**src/rtl/omr_sheet_scanner_if.sv**
```systemverilog
// Row intake and held-sheet handoff bundle for omr_sheet_scanner.
// Rows use valid/ready. The held sheet stays valid until sheet_ready is seen.
interface omr_sheet_scanner_if #(
  parameter int NUM_Q = 10,
  parameter int OPT_W = 4
);
  localparam int CNT_W = $clog2(NUM_Q + 1);

  logic [OPT_W-1:0]       row_bits;
  logic                   row_sof;
  logic                   row_valid;
  logic                   row_ready;
  logic [NUM_Q*OPT_W-1:0] answers;
  logic [CNT_W-1:0]       blank_cnt;
  logic [CNT_W-1:0]       multi_cnt;
  logic [7:0]             sheet_id;
  logic                   sheet_valid;
  logic                   sheet_ready;

  modport master (
    output row_bits, row_sof, row_valid, sheet_ready,
    input  row_ready, answers, blank_cnt, multi_cnt, sheet_id, sheet_valid
  );

  modport slave (
    input  row_bits, row_sof, row_valid, sheet_ready,
    output row_ready, answers, blank_cnt, multi_cnt, sheet_id, sheet_valid
  );
endinterface

```
**src/rtl/omr_sheet_scanner.sv**
```systemverilog
// Assembles OMR bubble rows into a one-hot answer word. sheet_valid rises 1 cycle after the last row.
// row_ready drops while a sheet is held. Define OMR_INVALID_ROW_CLEAR_EN to store blank/multi rows as 0.
module omr_sheet_scanner #(
  parameter int NUM_Q = 10,
  parameter int OPT_W = 4
) (
  input  logic               clk,
  input  logic               reset_n,
  omr_sheet_scanner_if.slave bus
);
  localparam int CNT_W = $clog2(NUM_Q + 1);
  localparam int ANS_W = NUM_Q * OPT_W;

  typedef enum logic [1:0] {IDLE, SCAN, HOLD} state_t;

  state_t           state_q;
  logic [CNT_W-1:0] idx_q, idx_d, slot;
  logic [CNT_W-1:0] blank_q, blank_d, multi_q, multi_d;
  logic [ANS_W-1:0] answers_q, answers_d;
  logic [7:0]       id_q;
  logic             valid_q, rdy_q;
  logic             accept, first_row, row_blank, row_multi, last_row;
  logic [OPT_W-1:0] row_store;

  // rdy_q resets to 1 so intake is open on the first cycle after reset;
  // gating with reset_n keeps row_ready low while reset is held.
  assign bus.row_ready = rdy_q & reset_n;
  assign accept        = bus.row_valid & bus.row_ready;
  assign first_row     = (state_q == IDLE) | bus.row_sof;
  assign row_blank     = (bus.row_bits == '0);
  assign row_multi     = ((bus.row_bits & (bus.row_bits - OPT_W'(1))) != '0);

`ifdef OMR_INVALID_ROW_CLEAR_EN
  assign row_store = (row_blank | row_multi) ? '0 : bus.row_bits;
`else
  assign row_store = bus.row_bits;
`endif

  always_comb begin
    slot      = first_row ? '0 : idx_q;
    idx_d     = slot + CNT_W'(1);
    last_row  = (slot == CNT_W'(NUM_Q - 1));
    answers_d = first_row ? '0 : answers_q;
    answers_d[OPT_W*(NUM_Q-int'(slot))-1 -: OPT_W] = row_store;
    blank_d   = (first_row ? '0 : blank_q) + CNT_W'(row_blank);
    multi_d   = (first_row ? '0 : multi_q) + CNT_W'(row_multi);
  end

  always_ff @(posedge clk or negedge reset_n) begin
    if (!reset_n) begin
      state_q   <= IDLE;
      idx_q     <= '0;
      answers_q <= '0;
      blank_q   <= '0;
      multi_q   <= '0;
      id_q      <= '0;
      valid_q   <= 1'b0;
      rdy_q     <= 1'b1;
    end else begin
      case (state_q)
        IDLE, SCAN: begin
          if (accept) begin
            answers_q <= answers_d;
            blank_q   <= blank_d;
            multi_q   <= multi_d;
            if (last_row) begin
              state_q <= HOLD;
              idx_q   <= '0;
              valid_q <= 1'b1;
              rdy_q   <= 1'b0;
            end else begin
              state_q <= SCAN;
              idx_q   <= idx_d;
            end
          end
        end
        HOLD: begin
          if (bus.sheet_ready) begin
            state_q   <= IDLE;
            valid_q   <= 1'b0;
            rdy_q     <= 1'b1;
            id_q      <= id_q + 8'd1;
            answers_q <= '0;
            blank_q   <= '0;
            multi_q   <= '0;
          end
        end
        default: state_q <= IDLE;
      endcase
    end
  end

  assign bus.answers     = answers_q;
  assign bus.blank_cnt   = blank_q;
  assign bus.multi_cnt   = multi_q;
  assign bus.sheet_id    = id_q;
  assign bus.sheet_valid = valid_q;
endmodule
```
**src/flat_wrapper.sv**
```systemverilog
// flat-port wrapper written by rule: the top's interface ports become plain ports
module omr_sheet_scanner_flat 
#(
  parameter int NUM_Q = 10,
  parameter int OPT_W = 4
)
  (clk, reset_n, bus_row_bits, bus_row_sof, bus_row_valid, bus_sheet_ready, bus_row_ready, bus_answers, bus_blank_cnt, bus_multi_cnt, bus_sheet_id, bus_sheet_valid);
  omr_sheet_scanner_if #(.NUM_Q(NUM_Q), .OPT_W(OPT_W)) bus_i ();
  input  logic clk;
  input  logic reset_n;
  input wire logic [$bits(bus_i.row_bits)-1:0] bus_row_bits;
  input wire logic [$bits(bus_i.row_sof)-1:0] bus_row_sof;
  input wire logic [$bits(bus_i.row_valid)-1:0] bus_row_valid;
  input wire logic [$bits(bus_i.sheet_ready)-1:0] bus_sheet_ready;
  output wire logic [$bits(bus_i.row_ready)-1:0] bus_row_ready;
  output wire logic [$bits(bus_i.answers)-1:0] bus_answers;
  output wire logic [$bits(bus_i.blank_cnt)-1:0] bus_blank_cnt;
  output wire logic [$bits(bus_i.multi_cnt)-1:0] bus_multi_cnt;
  output wire logic [$bits(bus_i.sheet_id)-1:0] bus_sheet_id;
  output wire logic [$bits(bus_i.sheet_valid)-1:0] bus_sheet_valid;
  assign bus_i.row_bits = bus_row_bits;
  assign bus_i.row_sof = bus_row_sof;
  assign bus_i.row_valid = bus_row_valid;
  assign bus_i.sheet_ready = bus_sheet_ready;
  assign bus_row_ready = bus_i.row_ready;
  assign bus_answers = bus_i.answers;
  assign bus_blank_cnt = bus_i.blank_cnt;
  assign bus_multi_cnt = bus_i.multi_cnt;
  assign bus_sheet_id = bus_i.sheet_id;
  assign bus_sheet_valid = bus_i.sheet_valid;
  omr_sheet_scanner #(.NUM_Q(NUM_Q), .OPT_W(OPT_W)) u_core (.clk(clk), .reset_n(reset_n), .bus(bus_i));
endmodule
```
**config.mk**
```make
export PLATFORM = sky130hd
export DESIGN_NAME = omr_sheet_scanner_flat
export DESIGN_NICKNAME = d
export VERILOG_FILES = /design/src/rtl/omr_sheet_scanner_if.sv /design/src/rtl/omr_sheet_scanner.sv /design/src/flat_wrapper.sv
export SDC_FILE = /design/constraint.sdc
export NUM_CORES = 1
export LEC_CHECK = 0
export BUFFER_PORTS_ARGS = -buffer_cell sky130_fd_sc_hd__clkbuf_2
export CORE_ASPECT_RATIO = 1.5
export CORE_UTILIZATION = 25
export DETAILED_ROUTE_END_ITERATION = 10
export PLACE_DENSITY = 0.49
export SYNTH_ARGS = -nofsm -noshare
export SYNTH_HDL_FRONTEND = slang
export SYNTH_SLANG_ARGS = --single-unit
export TNS_END_PERCENT = 100
```
**constraint.sdc**
```tcl
create_clock -name clk -period 4.25 [get_ports clk]
set_input_delay 0.2125 -clock clk [delete_from_list [all_inputs] [get_ports clk]]
set_output_delay 0.2125 -clock clk [all_outputs]
set_load 0.01 [all_outputs]
```
==> results.toml <==
[logic_synthesis]
avgSynthCellArea_sq_um = 10.5
syn-instance-count = 310
ys.flop_type = "dfrtp_1"
yosysTopAreaCell = "dfrtp_1"
synth-adder-area-share = 0.0417
synth_area_sq_um = 3240
synthArstFlopShare = 1.00
synth_simple_gate_area_frac = 0.210
yosys_warnings = 0
synth_top_family_by_area = "simple AND/OR/NAND/NOR gates"
ys_ff_latch = 64
seq_area_frac_synth = 0.495
synth-edff-count = 0
synthMuxAreaShare = 0.0278
ys_types = 52
syn_nets = 329
synth_top_cell_area_share = 0.486
synth_xor_area_frac = 0.0216
synth_area_leaders = "dfrtp_1 (49%), ha_1 (3.9%), nand2_1 (3.7%)"
synth_compound_area_frac = 0.176

[setup_path]
r2r-end = "u_core.bus.answers[4]"
crit_path_end_kind = "flop"
crit_chain = "nand2b_1 -> or3b_2 -> inv_1 -> ha_1 -> or4b_1 -> or2_2 -> nor4b_1 -> a32o_1"
critPathArrivalTime_ns = 3.91
endpoint = "u_core.bus.answers[4]"
startpoint_type = "flop"
rr_worst_depth = 8
cp_max_fo = 14
critPathLaunch = "u_core.idx_q[1]"
path_class = "reg2reg"
critPathMaxStageDelay_ns = 0.68
rrSetupSlack_ns = 0.61
worstPathRequired_ns = 4.51
rr_startpoint = "u_core.idx_q[1]"
critical_path.slowest_cell = "or4b_1"

[drt]
wire_per_inst_um = 17.7
first_iter_violations = 210
final_antenna_net_count = 0
vias = 2787
drc_errors = 0
routed_via_density = 5.18
totalWireLength_mm = 9.53
first_pass_iters = 5

[sta]
setup_viol = 0
grt_setup_unrepaired = "no"
clock_skew_ns = 0.00465
fin_setup_tns_ns = 0
maxSlewViolCount = 0
min_period_ns = 3.64
max_freq_mhz = 274
finalWorstSetupSlack_ns = 0.605
worst_slew_pin_slew_ns = 1.21
slew_headroom = 0.190
finalHoldViolCount = 0
hold_ws_ns = 0.110
fin_crit_sh = 0.858

[job]
drv_cap = 0

[grt]
gr-total-overflow = 0
gr-usage-all-layers = 0.153
antenna_found_initial = 0
grt_start_max_net_pins = 45
grt_pass1_vias = 2785
grt_pass1_wl_mm = 15.4

[cells_and_area]
layout-drive-gt1-share = 0.262
antennaDiodeCount = 0
nets = 397
area_delta_synth_final_pct = 24.8

[die]
die_h_um = 141
die_area_sq_um = 13400
rows = 50
die_x_um = 95.0
io-pin-count = 67
coreArea_sq_um = 12600
start_util = 0.258

[place]
place.port_buffers = 66
dp_hpwl_mm = 6.99
gp_congestion = 0.870
place_ws_ns = 0.353

[power_and_ir_drop]
internal_power_uw = 1250
p_seq_frac = 0.412
worst_ir_drop_vdd_uv = 150
powerDensity_nw_per_um2 = 439
switching_share = 0.294
combPwrFrac = 0.181
pwr-share-clk = 0.407
leakagePower_uw = 0.00193
p_switching_uw = 523

[clock_tree]
cts_made_buffers = 9
clock_latency_ns = 0.33
clockBufferDepth = 2
cts.root.buffer_cell = "clkbuf_16"
cts_tree = "built"
cts.clk_slew.worst_paths_ns = 0.05
cts.sinks = 64
htree_levels = 3

[outcome]
status = "finished, final reports clean"

[hold_path]
min_path_type = "in2reg"
==> area by class of cell <==
type	instances	area [sq um]
inverter	7	26.3
clock inverter	4	45.0
timing repair buffer	72	378
clock buffer	11	243
fill	1326	8530
tap	156	195
multi-input combinational	224	1550
sequential	64	1600
==> repair_timing <==
action | CTS | global route
hold endpoints to repair | 21 | 0
setup endpoints to repair | 0 | 4
hold buffers | 1 | 0
resized for setup | 0 | 1
setup buffers | 0 | 0
==> per-stage QoR <==
| stage | area (sq um) | util | total power (uW) | cells |
|---|---|---|---|---|
| 2_1_floorplan | 3240 | - | 946 | 310 |
| 3_3_place_gp | 3740 | 0.298 | 1060 | 522 |
| 3_5_place_dp | 3740 | 0.298 | 1060 | 522 |
| 4_1_cts | 4040 | 0.321 | 1790 | 538 |
| 5_1_grt | 4040 | 0.322 | 1870 | 538 |
| 6_report | 4040 | 0.322 | 1780 | 538 |
==> worst max-delay path, delay by kind of cell, from the launching register on <==
kind                     cells  cell delay [ns]
adder cells (fa/ha/maj)      1             0.30
buffers and inverters        1             0.07
AND/OR/NAND/NOR              5             2.39
flip-flops                   1             0.59
AO/OA/AOI/OAI                1             0.22
==> per-layer routing <==
layer,part of all wire,global-route usage
met1,0.43,0.191
met2,0.50,0.248
met3,0.050,0.0364
met4,0.022,0.0702
met5,0,0
==> worst min-delay path by stage <==
stage / from / end / slack [ns] / cells past startpoint
after floorplan: reset_n / u_core.bus.answers[0] / -0.08 / 0
after global placement: reset_n / u_core.state_q[0] / 0.22 / 1
after detailed placement: reset_n / u_core.state_q[0] / 0.23 / 1
after CTS: bus_sheet_ready / u_core.state_q[1] / 0.1 / 2
after global routing: bus_sheet_ready / u_core.state_q[1] / 0.14 / 2
final: bus_sheet_ready / u_core.state_q[1] / 0.11 / 2
==> cell usage in the layout (no fill, tap or decap), drive strengths merged, types with 2 or more instances in the layout <==
cell and count:
clkbuf 76, dfrtp 63, nand2 32, o21ai 24
nor2 15, a22o 10, ha 10, mux2i 9
o211ai 9, a32o 8, inv 7, xnor2 7
and2 6, and3 6, buf 6, nand2b 5
nor3 5, nor4 5, nand3b 5, o22ai 5
nand4 5, nor3b 5, or3b 4, a21oi 4
nand3 4, o31ai 4, o32ai 4, o2bb2ai 4
nor2b 3, or2 3, nand4b 3, or4bb 3
clkinv 3, or4b 2, nor4b 2
==> cell families after synthesis <==
kind of cell	after synthesis
adder cells (fa/ha/maj)	11
multiplexers	9
AND/OR/NAND/NOR	117
flip-flops	64
XOR/XNOR	8
buffers and inverters	22
AO/OA/AOI/OAI	79
==> synth_stat cells (all sizes together) (2+ instances only) <==
library cell,instances
and2,6
o32ai,4
xnor2,7
ha,10
or3b,4
mux2i,9
o21ai,24
or4bb,3
nor4b,2
inv,7
or2,3
nor2b,3
nor2,15
nand2,32
nand3,4
buf,2
nor3,5
and3,6
dfrtp,63
nand2b,5
nand4,5
o211ai,9
o31ai,4
clkbuf,13
nor3b,5
nor4,5
a32o,8
or4b,2
a21oi,4
a22o,10
o22ai,5
nand3b,5
nand4b,3
o2bb2ai,4
==> registers in the layout (all words and copies together), names as in the netlist <==
name                    flops
u_core.idx_q                4
u_core.bus.multi_cnt        4
u_core.bus.sheet_valid      1
u_core.bus.blank_cnt        4
u_core.state_q              2
u_core.rdy_q                1
u_core.bus.answers         40
u_core.bus.sheet_id         8
==> power by group through the flow <==
stage / clock network (uW) / logic (uW) / registers [uW]
after CTS: 736 / 324 / 733
after floorplan: 0 / 215 / 731
after global routing: 766 / 362 / 742
after global placement: 0 / 320 / 742
after detailed placement: 0 / 322 / 743
final: 722 / 322 / 733
(Power assumes the default switching activity.)
